File: src/rtl/mem_stage_if.sv
// Request/acknowledge bus between the MEM stage and the external data memory.
interface mem_stage_if #(
  parameter int ADDR_WIDTH = 10
) ();
  logic                  dmem_req;
  logic                  dmem_we;
  logic [ADDR_WIDTH-1:0] dmem_addr;
  logic [3:0]            dmem_be;
  logic [31:0]           dmem_wdata;
  logic                  dmem_ack;
  logic [31:0]           dmem_rdata;

  modport master (
    output dmem_req, dmem_we, dmem_addr, dmem_be, dmem_wdata,
    input  dmem_ack, dmem_rdata
  );

  modport slave (
    input  dmem_req, dmem_we, dmem_addr, dmem_be, dmem_wdata,
    output dmem_ack, dmem_rdata
  );
endinterface

File: src/rtl/mem_stage.sv
// MEM pipeline stage: sub-word loads/stores over a req/ack data-memory bus,
// pipeline stall while an access is outstanding, and the MEM/WB latch.
module mem_stage #(
  parameter int DATA_WIDTH     = 32,
  parameter int ADDR_WIDTH     = 10,
  parameter int TIMEOUT_CYCLES = 16
) (
  input  logic                  clk,
  input  logic                  reset,
  input  logic [DATA_WIDTH-1:0] alu_result_in,
  input  logic [DATA_WIDTH-1:0] read_data_2_in,
  input  logic [4:0]            write_register_in,
  input  logic                  reg_write_in,
  input  logic                  mem_read_in,
  input  logic                  mem_write_in,
  input  logic                  mem_to_reg_in,
  input  logic                  is_halt_in,
  input  logic [5:0]            opcode_in,
  mem_stage_if.master           dmem_bus,
  output logic                  stall_out,
  output logic [DATA_WIDTH-1:0] read_data_out,
  output logic [DATA_WIDTH-1:0] alu_result_out,
  output logic [4:0]            write_register_out,
  output logic                  reg_write_out,
  output logic                  mem_to_reg_out,
  output logic                  is_halt_out,
  output logic                  misalign_err,
  output logic                  bus_err
);

  localparam int CNT_W = (TIMEOUT_CYCLES > 2) ? $clog2(TIMEOUT_CYCLES) : 1;
  localparam logic [CNT_W-1:0] CNT_LAST = CNT_W'(TIMEOUT_CYCLES - 1);

  localparam logic [5:0] OP_LB  = 6'h20;
  localparam logic [5:0] OP_LH  = 6'h21;
  localparam logic [5:0] OP_LBU = 6'h24;
  localparam logic [5:0] OP_LHU = 6'h25;
  localparam logic [5:0] OP_SB  = 6'h28;
  localparam logic [5:0] OP_SH  = 6'h29;

  typedef enum logic {S_IDLE = 1'b0, S_WAIT = 1'b1} state_e;
  typedef enum logic [1:0] {SZ_BYTE = 2'd0, SZ_HALF = 2'd1, SZ_WORD = 2'd2} size_e;

  function automatic size_e access_size(input logic [5:0] op, input logic is_store);
    size_e sz;
    sz = SZ_WORD;
    if (is_store) begin
      case (op)
        OP_SB:   sz = SZ_BYTE;
        OP_SH:   sz = SZ_HALF;
        default: sz = SZ_WORD;
      endcase
    end else begin
      case (op)
        OP_LB, OP_LBU: sz = SZ_BYTE;
        OP_LH, OP_LHU: sz = SZ_HALF;
        default:       sz = SZ_WORD;
      endcase
    end
    return sz;
  endfunction

  function automatic logic [31:0] extend_load(input logic [31:0] word, input logic [1:0] lane,
                                              input size_e sz, input logic sgn);
    logic [7:0]  b;
    logic [15:0] h;
    logic [31:0] r;
    case (lane)
      2'd0:    b = word[7:0];
      2'd1:    b = word[15:8];
      2'd2:    b = word[23:16];
      default: b = word[31:24];
    endcase
    h = lane[1] ? word[31:16] : word[15:0];
    case (sz)
      SZ_BYTE: r = {{24{sgn & b[7]}}, b};
      SZ_HALF: r = {{16{sgn & h[15]}}, h};
      default: r = word;
    endcase
    return r;
  endfunction

  state_e                  state_q, state_d;
  logic [CNT_W-1:0]        cnt_q, cnt_d;
  logic                    req_q, req_d, we_q, we_d;
  logic [ADDR_WIDTH-1:0]   addr_q, addr_d;
  logic [3:0]              be_q, be_d;
  logic [DATA_WIDTH-1:0]   wdata_q, wdata_d;
  logic [DATA_WIDTH-1:0]   rdata_out_q, rdata_out_d, alu_out_q, alu_out_d;
  logic [4:0]              wreg_q, wreg_d;
  logic                    regw_q, regw_d, m2r_q, m2r_d, halt_q, halt_d;
  logic                    mis_q, mis_d, bus_q, bus_d;
  logic [DATA_WIDTH-1:0]   hold_alu_q, hold_alu_d;
  logic [4:0]              hold_wreg_q, hold_wreg_d;
  logic                    hold_regw_q, hold_regw_d, hold_m2r_q, hold_m2r_d;
  logic                    hold_halt_q, hold_halt_d, hold_store_q, hold_store_d;
  logic                    hold_sgn_q, hold_sgn_d;
  size_e                   hold_size_q, hold_size_d;

  logic                    is_store_s, is_mem_s, sgn_s, misaligned_s;
  logic [1:0]              lane_s;
  size_e                   size_s;
  logic [3:0]              be_s, be_store_s;
  logic [DATA_WIDTH-1:0]   wdata_s;

  // A set write bit wins over a set read bit: such an op is a store.
  assign is_store_s = mem_write_in;
  assign is_mem_s   = mem_read_in | mem_write_in;
  assign sgn_s      = (opcode_in == OP_LB) || (opcode_in == OP_LH);
  assign lane_s     = alu_result_in[1:0];

  // Access size, alignment, byte enables and lane-replicated store data.
  always_comb begin
    size_s       = access_size(opcode_in, is_store_s);
    misaligned_s = 1'b0;
    wdata_s      = read_data_2_in;
    be_store_s   = 4'b1111;
    case (size_s)
      SZ_BYTE: begin
        misaligned_s = 1'b0;
        wdata_s      = {4{read_data_2_in[7:0]}};
        be_store_s   = 4'b0001 << lane_s;
      end
      SZ_HALF: begin
        misaligned_s = lane_s[0];
        wdata_s      = {2{read_data_2_in[15:0]}};
        be_store_s   = lane_s[1] ? 4'b1100 : 4'b0011;
      end
      default: begin
        misaligned_s = (lane_s != 2'b00);
        wdata_s      = read_data_2_in;
        be_store_s   = 4'b1111;
      end
    endcase
    be_s = is_store_s ? be_store_s : 4'b1111;
  end

  // IDLE/WAIT next-state, bus, writeback and stall logic; WB defaults to a bubble.
  always_comb begin
    state_d      = state_q;
    cnt_d        = cnt_q;
    req_d        = req_q;
    we_d         = we_q;
    addr_d       = addr_q;
    be_d         = be_q;
    wdata_d      = wdata_q;
    hold_alu_d   = hold_alu_q;
    hold_wreg_d  = hold_wreg_q;
    hold_regw_d  = hold_regw_q;
    hold_m2r_d   = hold_m2r_q;
    hold_halt_d  = hold_halt_q;
    hold_store_d = hold_store_q;
    hold_sgn_d   = hold_sgn_q;
    hold_size_d  = hold_size_q;
    rdata_out_d  = '0;
    alu_out_d    = '0;
    wreg_d       = 5'd0;
    regw_d       = 1'b0;
    m2r_d        = 1'b0;
    halt_d       = 1'b0;
    mis_d        = 1'b0;
    bus_d        = 1'b0;
    stall_out    = 1'b0;
    case (state_q)
      S_IDLE: begin
        if (is_mem_s && misaligned_s) begin
          mis_d = 1'b1;
          req_d = 1'b0;
          we_d  = 1'b0;
        end else if (is_mem_s) begin
          stall_out    = 1'b1;
          req_d        = 1'b1;
          we_d         = is_store_s;
          addr_d       = alu_result_in[ADDR_WIDTH+1:2];
          be_d         = be_s;
          wdata_d      = wdata_s;
          hold_alu_d   = alu_result_in;
          hold_wreg_d  = write_register_in;
          hold_regw_d  = reg_write_in & ~is_store_s;
          hold_m2r_d   = mem_to_reg_in;
          hold_halt_d  = is_halt_in;
          hold_store_d = is_store_s;
          hold_sgn_d   = sgn_s;
          hold_size_d  = size_s;
          cnt_d        = '0;
          state_d      = S_WAIT;
        end else begin
          req_d     = 1'b0;
          we_d      = 1'b0;
          alu_out_d = alu_result_in;
          wreg_d    = write_register_in;
          regw_d    = reg_write_in;
          m2r_d     = mem_to_reg_in;
          halt_d    = is_halt_in;
        end
      end
      S_WAIT: begin
        if (dmem_bus.dmem_ack) begin
          rdata_out_d = hold_store_q ? '0 :
                        extend_load(dmem_bus.dmem_rdata, hold_alu_q[1:0], hold_size_q, hold_sgn_q);
          alu_out_d   = hold_alu_q;
          wreg_d      = hold_wreg_q;
          regw_d      = hold_regw_q;
          m2r_d       = hold_m2r_q;
          halt_d      = hold_halt_q;
          req_d       = 1'b0;
          we_d        = 1'b0;
          cnt_d       = '0;
          state_d     = S_IDLE;
        end else if (cnt_q == CNT_LAST) begin
          bus_d   = 1'b1;
          req_d   = 1'b0;
          we_d    = 1'b0;
          cnt_d   = '0;
          state_d = S_IDLE;
        end else begin
          stall_out = 1'b1;
          cnt_d     = cnt_q + CNT_W'(1);
        end
      end
      default: begin
        req_d   = 1'b0;
        we_d    = 1'b0;
        cnt_d   = '0;
        state_d = S_IDLE;
      end
    endcase
  end

  // State, bus, held EX/MEM fields and MEM/WB registers.
  always_ff @(posedge clk or negedge reset) begin
    if (!reset) begin
      state_q      <= S_IDLE;
      cnt_q        <= '0;
      req_q        <= 1'b0;
      we_q         <= 1'b0;
      addr_q       <= '0;
      be_q         <= 4'b0000;
      wdata_q      <= '0;
      rdata_out_q  <= '0;
      alu_out_q    <= '0;
      wreg_q       <= 5'd0;
      regw_q       <= 1'b0;
      m2r_q        <= 1'b0;
      halt_q       <= 1'b0;
      mis_q        <= 1'b0;
      bus_q        <= 1'b0;
      hold_alu_q   <= '0;
      hold_wreg_q  <= 5'd0;
      hold_regw_q  <= 1'b0;
      hold_m2r_q   <= 1'b0;
      hold_halt_q  <= 1'b0;
      hold_store_q <= 1'b0;
      hold_sgn_q   <= 1'b0;
      hold_size_q  <= SZ_BYTE;
    end else begin
      state_q      <= state_d;
      cnt_q        <= cnt_d;
      req_q        <= req_d;
      we_q         <= we_d;
      addr_q       <= addr_d;
      be_q         <= be_d;
      wdata_q      <= wdata_d;
      rdata_out_q  <= rdata_out_d;
      alu_out_q    <= alu_out_d;
      wreg_q       <= wreg_d;
      regw_q       <= regw_d;
      m2r_q        <= m2r_d;
      halt_q       <= halt_d;
      mis_q        <= mis_d;
      bus_q        <= bus_d;
      hold_alu_q   <= hold_alu_d;
      hold_wreg_q  <= hold_wreg_d;
      hold_regw_q  <= hold_regw_d;
      hold_m2r_q   <= hold_m2r_d;
      hold_halt_q  <= hold_halt_d;
      hold_store_q <= hold_store_d;
      hold_sgn_q   <= hold_sgn_d;
      hold_size_q  <= hold_size_d;
    end
  end

  assign dmem_bus.dmem_req   = req_q;
  assign dmem_bus.dmem_we    = we_q;
  assign dmem_bus.dmem_addr  = addr_q;
  assign dmem_bus.dmem_be    = be_q;
  assign dmem_bus.dmem_wdata = wdata_q;

  assign read_data_out      = rdata_out_q;
  assign alu_result_out     = alu_out_q;
  assign write_register_out = wreg_q;
  assign reg_write_out      = regw_q;
  assign mem_to_reg_out     = m2r_q;
  assign is_halt_out        = halt_q;
  assign misalign_err       = mis_q;
  assign bus_err            = bus_q;

endmodule

File: src/flat_wrapper.sv
// flat-port wrapper written by rule: the top's interface ports become plain ports
module mem_stage_flat 
#(
  parameter int DATA_WIDTH     = 32,
  parameter int ADDR_WIDTH     = 10,
  parameter int TIMEOUT_CYCLES = 16
)
  (clk, reset, alu_result_in, read_data_2_in, write_register_in, reg_write_in, mem_read_in, mem_write_in, mem_to_reg_in, is_halt_in, opcode_in, stall_out, read_data_out, alu_result_out, write_register_out, reg_write_out, mem_to_reg_out, is_halt_out, misalign_err, bus_err, dmem_bus_dmem_req, dmem_bus_dmem_we, dmem_bus_dmem_addr, dmem_bus_dmem_be, dmem_bus_dmem_wdata, dmem_bus_dmem_ack, dmem_bus_dmem_rdata);
  mem_stage_if #(.ADDR_WIDTH(ADDR_WIDTH)) dmem_bus_i ();
  input  logic clk;
  input  logic reset;
  input  logic [DATA_WIDTH-1:0] alu_result_in;
  input  logic [DATA_WIDTH-1:0] read_data_2_in;
  input  logic [4:0] write_register_in;
  input  logic reg_write_in;
  input  logic mem_read_in;
  input  logic mem_write_in;
  input  logic mem_to_reg_in;
  input  logic is_halt_in;
  input  logic [5:0] opcode_in;
  output logic stall_out;
  output logic [DATA_WIDTH-1:0] read_data_out;
  output logic [DATA_WIDTH-1:0] alu_result_out;
  output logic [4:0] write_register_out;
  output logic reg_write_out;
  output logic mem_to_reg_out;
  output logic is_halt_out;
  output logic misalign_err;
  output logic bus_err;
  output wire logic [$bits(dmem_bus_i.dmem_req)-1:0] dmem_bus_dmem_req;
  output wire logic [$bits(dmem_bus_i.dmem_we)-1:0] dmem_bus_dmem_we;
  output wire logic [$bits(dmem_bus_i.dmem_addr)-1:0] dmem_bus_dmem_addr;
  output wire logic [$bits(dmem_bus_i.dmem_be)-1:0] dmem_bus_dmem_be;
  output wire logic [$bits(dmem_bus_i.dmem_wdata)-1:0] dmem_bus_dmem_wdata;
  input wire logic [$bits(dmem_bus_i.dmem_ack)-1:0] dmem_bus_dmem_ack;
  input wire logic [$bits(dmem_bus_i.dmem_rdata)-1:0] dmem_bus_dmem_rdata;
  assign dmem_bus_dmem_req = dmem_bus_i.dmem_req;
  assign dmem_bus_dmem_we = dmem_bus_i.dmem_we;
  assign dmem_bus_dmem_addr = dmem_bus_i.dmem_addr;
  assign dmem_bus_dmem_be = dmem_bus_i.dmem_be;
  assign dmem_bus_dmem_wdata = dmem_bus_i.dmem_wdata;
  assign dmem_bus_i.dmem_ack = dmem_bus_dmem_ack;
  assign dmem_bus_i.dmem_rdata = dmem_bus_dmem_rdata;
  mem_stage #(.DATA_WIDTH(DATA_WIDTH), .ADDR_WIDTH(ADDR_WIDTH), .TIMEOUT_CYCLES(TIMEOUT_CYCLES)) u_core (.clk(clk), .reset(reset), .alu_result_in(alu_result_in), .read_data_2_in(read_data_2_in), .write_register_in(write_register_in), .reg_write_in(reg_write_in), .mem_read_in(mem_read_in), .mem_write_in(mem_write_in), .mem_to_reg_in(mem_to_reg_in), .is_halt_in(is_halt_in), .opcode_in(opcode_in), .dmem_bus(dmem_bus_i), .stall_out(stall_out), .read_data_out(read_data_out), .alu_result_out(alu_result_out), .write_register_out(write_register_out), .reg_write_out(reg_write_out), .mem_to_reg_out(mem_to_reg_out), .is_halt_out(is_halt_out), .misalign_err(misalign_err), .bus_err(bus_err));
endmodule
File: config.mk
export PLATFORM = sky130hd
export DESIGN_NAME = mem_stage_flat
export DESIGN_NICKNAME = d
export VERILOG_FILES = /design/src/rtl/mem_stage_if.sv /design/src/rtl/mem_stage.sv /design/src/flat_wrapper.sv
export SDC_FILE = /design/constraint.sdc
export NUM_CORES = 1
export LEC_CHECK = 0
export ABC_AREA = 1
export CAP_MARGIN = 20
export CORE_ASPECT_RATIO = 1.2
export CORE_MARGIN = 4
export CORE_UTILIZATION = 45
export CTS_CLUSTER_SIZE = 8
export DETAILED_ROUTE_END_ITERATION = 16
export DONT_BUFFER_PORTS = 1
export HOLD_SLACK_MARGIN = 0.08
export PLACE_DENSITY = 0.7
export SLEW_MARGIN = 20
export SYNTH_ARGS = -nofsm -noshare
export SYNTH_HDL_FRONTEND = slang
export SYNTH_SLANG_ARGS = --single-unit
File: constraint.sdc
create_clock -name clk -period 1.65 [get_ports clk]
set_input_delay 0.33 -clock clk [delete_from_list [all_inputs] [get_ports clk]]
set_output_delay 0.33 -clock clk [all_outputs]
set_load 0.02 [all_outputs]
==> impl_results.md, run 1 <==
* Cell area after synthesis at 7080 µm²
* Clock Tree Buf Depth at 2
* Lkg Pwr at 4.40 nW
* FF-to-FF path depth at 5
* Synth cell types at 35
* Gr usage total at 21.2%
* Min-delay worst type: in -> async
* Final WS setup at -0.112 ns
* Final Hold Viols at 161
* CTS tree: done
* Unrepaired setup endpoints after global routing: true
* Cell area after layout at 8630 µm²
* Die Y at 145 µm
* Synth warnings at 0
* Routed wire length at 18.7 mm
* Final critical-path share of the clock period at 107%
* Fmax at 568 MHz
* DRT iter0 DRCs at 353
* Sequential-to-total area share from yosys stat at 56.9%
* Fin Clk Skew at 0.00643 ns
* Crit-path cells: ha_2 > nand2_2 > inv_2 > nand2_2 > nand2_4 > nand2_4 > buf_6
* GPL Wtd Cong at 0.851
* DP Worst Slack at 0.0461 ns
* Minimum clock period at 1.76 ns
* Kind of critical path: reg -> out
* I/O Pins at 238
* Slew HR at 69.4%
* Status: finished with violations
* Crit path required time at 1.32 ns
* Largest net degree at the start of global routing at 162
* # Max-Cap Violations at 0
* FF-to-FF setup slack at 0.07 ns
* Synthesized area per cell at 8.69 µm²
* Worst path arrival time at 1.43 ns
* Port bufs at 0
* Sink Count at 161
* # rows at 49
* Net Count, Synth at 931
* Most frequent cells in the layout: 249 x nand2_1, 161 x dfrtp_1, 75 x nand3_1
* Avg WL per Cell at 17.1 µm
* Gr ovfl total at 0
* Failing checks: negative hold slack, negative setup slack
* Crit-path max cell delay at 0.39 ns
* Final nets at 992
* Die footprint at 17800 µm²
* CTS buffer count at 17
* Register bit count reported by yosys at 161
* Synthesis-to-finish area growth at 21.9%
* Most common cell after layout, fill and taps aside: nand2_1
* Synth top area cells: dfrtp_1 57%, nand2_1 13%, nand3_1 5.3%, inv_1 3.5%, o21ai_1 3.5%
* Power per cell area at 1420 nW/µm²
* Die width at 123 µm
* Max Slew Vio Count at 0
* Number of global-route vias before repair at 5828
* CTS Hold Bufs at 64
* First-pass GRT wire length at 30.0 mm
* Crit-path max FO at 3
* CP endpoint kind: output port
* Final setup viols at 1
* Worst r2r dst: u_core.read_data_out[6]
* Maximum VDD drop at 0.764 mV
* Initial antenna violation count at 1
* # H-tree levels at 4
* Detailed placement HPWL at 12.6 mm
* DR vias at 5712
* Worst hold margin at -0.384 ns
* Drt drc at 0
* CP max stage cell: dfrtp_1
* Reg-to-Reg Start: u_core.hold_alu_q[1]
* Worst-margin pin slew at 0.459 ns
* Post-synthesis cell count at 815
* Startpoint Class: register
* Clk pin slew, worst setup/hold paths at 0.06 ns
* Cell Area, Placed at 7250 µm²
* Starting density of the core at 46.6%
* Number of vias per cell at 5.24
* Overall Power at 12.2 mW
* Post-synth top area cell: dfrtp_1
* First-pass DRT Iterations at 5
* Detail Route Antenna Nets at 0
* Clk_lat worst skew at 0.42 ns
* Clock Tree Root: clkbuf_16
* Share of cells above drive strength 1 at 12.5%
* Post-synth top area share at 56.9%
* CORE AREA at 15200 µm²
==> state kept, by name (all words and copies together) (netlist names) <==
register and cells:
u_core.dmem_bus.dmem_we 1, u_core.misalign_err 1, u_core.hold_sgn_q 1, u_core.bus_err 1
u_core.hold_alu_q 32, u_core.hold_regw_q 1, u_core.cnt_q 4, u_core.alu_result_out 32
u_core.dmem_bus.dmem_wdata 32, u_core.mem_to_reg_out 1, u_core.dmem_bus.dmem_req 1, u_core.is_halt_out 1
u_core.hold_m2r_q 1, u_core.hold_size_q 2, u_core.reg_write_out 1, u_core.dmem_bus.dmem_be 4
u_core.state_q 1, u_core.hold_store_q 1, u_core.hold_halt_q 1, u_core.read_data_out 32
u_core.hold_wreg_q 5, u_core.write_register_out 5
==> synthesized netlist by cell type (all sizes together) <==
cell type,number
nor3,2
a311oi,1
nand2,264
xnor2,1
nand3b,1
nand4,2
clkbuf,22
o22ai,1
a21oi,11
a31oi,1
o21ai,102
nand3,78
o211a,6
ha,1
clkinv,1
inv,73
nor2,48
o211ai,1
dfrtp,161
or2,1
buf,31
o221ai,6
==> where the power goes <==
| group | switching [mW] | total (mW) | internal, mW |
|---|---|---|---|
| Combinational | 1.28 | 2.10 | 0.825 |
| Clock | 1.52 | 4.21 | 2.69 |
| Sequential | 1.19 | 5.91 | 4.73 |
| Total | 3.98 | 12.2 | 8.24 |
==> kinds of logic after synthesis <==
group                      after synthesis  share of synthesized area [%]
AOI/OAI and AO/OA                      129                           10.7
DFF                                    161                           56.9
xor gates and xnor gates                 1                          0.124
buffers and inverters                  127                           8.52
adders and majority gates                1                          0.177
and+or+nand+nor                        396                           23.6
==> worst max path at each step <==
stage	startpoint	to	slack, ns	cells past startpoint
after global routing	u_core.cnt_q[0]	stall_out	-0.19	7
after floorplan	mem_write_in	stall_out	0.05	9
after CTS	u_core.cnt_q[1]	stall_out	-0.12	7
after global placement	opcode_in[5]	stall_out	0.07	11
final	u_core.cnt_q[0]	stall_out	-0.11	7
after detailed placement	opcode_in[0]	u_core.hold_alu_q[4]	0.05	12
==> worst max-delay path: cells and delay by family (launching register included) <==
family,cells,cell delay [ns]
DFF,1,0.39
and+or+nand+nor,4,0.28
adders and majority gates,1,0.20
buffers and inverters,2,0.16
==> repair_timing <==
| action | 4_1_cts | 5_1_grt |
|---|---|---|
| pin swaps | 3 | 2 |
| resized for setup | 13 | 7 |
| setup endpoints to repair | 1 | 23 |
| setup buffers | 3 | 3 |
| endpoints found under the hold margin | 262 | 161 |
==> final cells by class <==
class | count | area, µm²
Tap cell | 204 | 255
Inverter | 74 | 284
Fill cell | 1330 | 6580
Antenna cell | 1 | 2.50
Multi-Input combinational cell | 527 | 2510
Clock inverter | 11 | 189
Sequential cell | 161 | 4030
Clock buffer | 18 | 439
Timing Repair Buffer | 95 | 918
==> metal layers <==
| metal | share of wire, % | track usage [%] | routed length, µm | vias up |
|---|---|---|---|---|
| li1 | - | - | - | 2708 |
| met1 | 37 | 24.5 | 6980 | 2739 |
| met2 | 51 | 35.8 | 9540 | 236 |
| met3 | 9.9 | 8.32 | 1840 | 29 |
| met4 | 1.7 | 7.34 | 321 | 0 |
| met5 | 0 | 0 | 0 | - |
==> metrics by stage <==
step | util (%) | std cells | setup TNS [ns] | hold slack (ns)
after CTS | 56.4 | 1087 | -0.118 | -0.410
after floorplan | - | 815 | 0 | 0.0344
final | 56.7 | 1091 | -0.112 | -0.384
after global routing | 56.7 | 1091 | -0.191 | -0.418
after global placement | 47.7 | 991 | 0 | 0.0401
after detailed placement | 47.7 | 991 | 0 | 0.0409
Note: power is estimated with default switching activity, not from simulation.
==> run 2: changes to the inputs <==
Settings changed: CELL_PAD_IN_SITES_DETAIL_PLACEMENT set to 1, CELL_PAD_IN_SITES_GLOBAL_PLACEMENT set to 1, PLACE_DENSITY 0.7 to 0.88.
==> run 2 against run 1 <==
  * The flow still finishes with violations (negative hold slack, negative setup slack)
  * Critical endpoint unchanged
  * Largest power group unchanged
  * Combinational power is 12% higher
  * Power grew 0.86%
  * First-iteration DRC count rose by 49%
  * Critical path depth is the same
  * Setup slack worse by 0.047 ns
  * Critical path type unchanged
  * Hold slack got worse by 0.0055 ns
  * Utilization is 0.98 points higher
  * Clock-buffer cell count grew 1
==> impl_results.md, run 2 (same netlist as run 1, synthesis figures left out) <==
* Status: finished with violations
* Failing checks: negative hold slack, negative setup slack
* Die width at 123 µm (unchanged)
* Layout Utilization at 57.7% (+0.98 points)
* DR vias at 6115 (+7.1%)
* Crit path required time at 1.32 ns (about the same)
* CP max stage cell: dfrtp_1
* Cell Count, Final, Fillers Out at 1114 (+2.1%)
* Clock Tree Buf Depth at 2 (unchanged)
* Maximum VDD drop at 0.838 mV (+9.7%)
* Largest net degree at the start of global routing at 162 (unchanged)
* CP endpoint kind: output port
* Min-delay worst type: in -> async
* Max Slew Vio Count at 0 (unchanged)
* # rows at 49 (unchanged)
* GR peak layer: met2
* Clk pin slew, worst setup/hold paths at 0.06 ns (about the same)
* Grt met2 use at 46.1% (+10 points)
* GPL Wtd Cong at 0.851 (about the same)
* FF-to-FF setup slack at -0.12 ns (-0.19 ns)
* Minimum clock period at 1.81 ns (+0.0466 ns)
* Gr ovfl total at 0 (unchanged)
* # Max-Cap Violations at 0 (unchanged)
* Power per cell area at 1410 nW/µm² (-0.85%)
* CTS tree: done
* Reg-to-Reg Start: u_core.cnt_q[0]
* Cell family with most CP delay: flip-flops
* First-pass GRT wire length at 37.0 mm (+23%)
* # H-tree levels at 4 (unchanged)
* Most common cell after layout, fill and taps aside: nand2_1
* Synthesis-to-finish area growth at 24.0%
* Kind of critical path: reg -> out
* Final nets at 1010 (+1.8%)
* Crit-path cells: ha_2 > nand2_2 > inv_2 > nand2_2 > nand2_2 > nand2_2 > buf_6
* Placed insts at 996 (+0.50%)
* Gr usage total at 26.6% (+5.3 points)
* Met3 usage at 9.10% (+0.78 points)
* Unrepaired setup endpoints after global routing: true
* Avg WL per Cell at 21.2 µm (+24%)
* Lkg Pwr at 4.47 nW (+1.6%)
* Reg area at 4030 µm² (about the same)
* FF-to-FF path depth at 12 (+7)
* Layout fillers at 1777 (+34%)
* Startpoint Class: register
* CORE AREA at 15200 µm² (unchanged)
* Initial antenna violation count at 3 (+2)
* Final critical-path share of the clock period at 110% (+2.8 points)
* Clk_lat worst skew at 0.41 ns (about the same)
* M1 GR Usage at 30.3% (+5.9 points)
* Drt drc at 0 (unchanged)
* DP Worst Slack at 0.0100 ns (-0.0360 ns)
* Fmax at 553 MHz (-2.6%)
* Port bufs at 0 (unchanged)
* Number of global-route vias before repair at 6782 (+16%)
* Slew HR at 69.5% (+0.14 points)
* Crit-path max cell delay at 0.40 ns (about the same)
* Final Hold Viols at 161 (unchanged)
* Starting density of the core at 46.6% (unchanged)
* First-pass DRT Iterations at 7 (+2)
* CTS buffer count at 17 (unchanged)
* Detailed placement HPWL at 14.6 mm (+16%)
* Fin Clk Skew at 0.00819 ns (+0.00176 ns)
* Detail Route Antenna Nets at 0 (unchanged)
* Die footprint at 17800 µm² (unchanged)
* Share of cells above drive strength 1 at 14.9% (+2.4 points)
* Worst path arrival time at 1.48 ns (+0.05 ns)
* Final WS setup at -0.159 ns (-0.0466 ns)
* Clock Tree Root: clkbuf_16
* Worst hold margin at -0.390 ns (-0.00554 ns)
* Crit path buffers/inverters at 2 (unchanged)
* Instance count on the critical path at 7 (unchanged)
* Critical path's most frequent cell: nand2_2
* Worst r2r dst: u_core.bus_err
* Die Y at 145 µm (unchanged)
* Most frequent cells in the layout: 247 x nand2_1, 160 x dfrtp_1, 75 x nand3_1
* Final setup viols at 2 (+1)
* I/O Pins at 238 (unchanged)
* Routed wire length at 23.6 mm (+26%)
* Crit-path max FO at 2 (-1)
* Number of vias per cell at 5.49 (+4.8%)
* Worst-margin pin slew at 0.457 ns (-0.00205 ns)
* Sink Count at 161 (unchanged)
* DRT iter0 DRCs at 527 (+49%)
* Area of the multi-input gates at 2510 µm² (+0.15%)
==> run 2: timing repair <==
| action | 4_1_cts | 5_1_grt |
|---|---|---|
| pin swaps | 6 | 3 |
| buffers inserted | 12 | 5 |
| resized for setup | 14 | 10 |
| endpoints found under the hold margin | 259 | 162 |
| endpoints found under the setup margin | 2 | 31 |
| hold buffers | 65 | 1 |
| gates cloned | 0 | 0 |
==> run 2: metal layers <==
metal  vias up  part of all wire (%)
met3        45                   8.4
met5         -                     0
met2       253                    53
li1       2744                     -
met1      3073                    36
met4         0                   2.4
==> run 2: worst max-delay path by stage <==
stage / startpoint / to
finish: u_core.cnt_q[0] / stall_out
global route: u_core.cnt_q[0] / stall_out
CTS: u_core.cnt_q[1] / stall_out
detailed placement: opcode_in[5] / stall_out
global placement: opcode_in[5] / stall_out
floorplan: mem_write_in / stall_out
==> run 2: through the flow <==
step	area, µm²	setup TNS, ns	power (mW)	hold WS, ns
floorplan	7080	0	7.38	0.0344
global placement	7310	0	7.86	0.0393
detailed placement	7310	0	8.00	0.0393
CTS	8690	-0.156	12.3	-0.413
global route	8780	-0.508	13.0	-0.431
finish	8780	-0.274	12.3	-0.390
==> run 2: worst register-to-register path, stage by stage (launching register included) <==
cell	delay [ns]
dfrtp_1	0.37
ha_2	0.21
nand2_2	0.06
inv_2	0.06
nand2_2	0.06
buf_4	0.13
buf_4	0.12
buf_4	0.12
buf_4	0.12
buf_4	0.12
buf_4	0.12
buf_4	0.12
nor3_2	0.08
==> run 2: area by class of cell <==
class | instances | area share, %
inverter | 74 | 3.24
multi-input combinational | 527 | 28.6
tap | 204 | 2.91
clock buffer | 19 | 5.16
clock inverter | 13 | 1.70
antenna | 3 | 0.0855
timing repair buffer | 113 | 12.3
sequential | 161 | 45.9
==> run 2: power breakdown <==
part | switching (mW) | total [mW] | internal (mW)
logic | 1.47 | 2.36 | 0.886
registers | 1.22 | 5.95 | 4.72
clock network | 1.70 | 4.03 | 2.34
total | 4.39 | 12.3 | 7.95
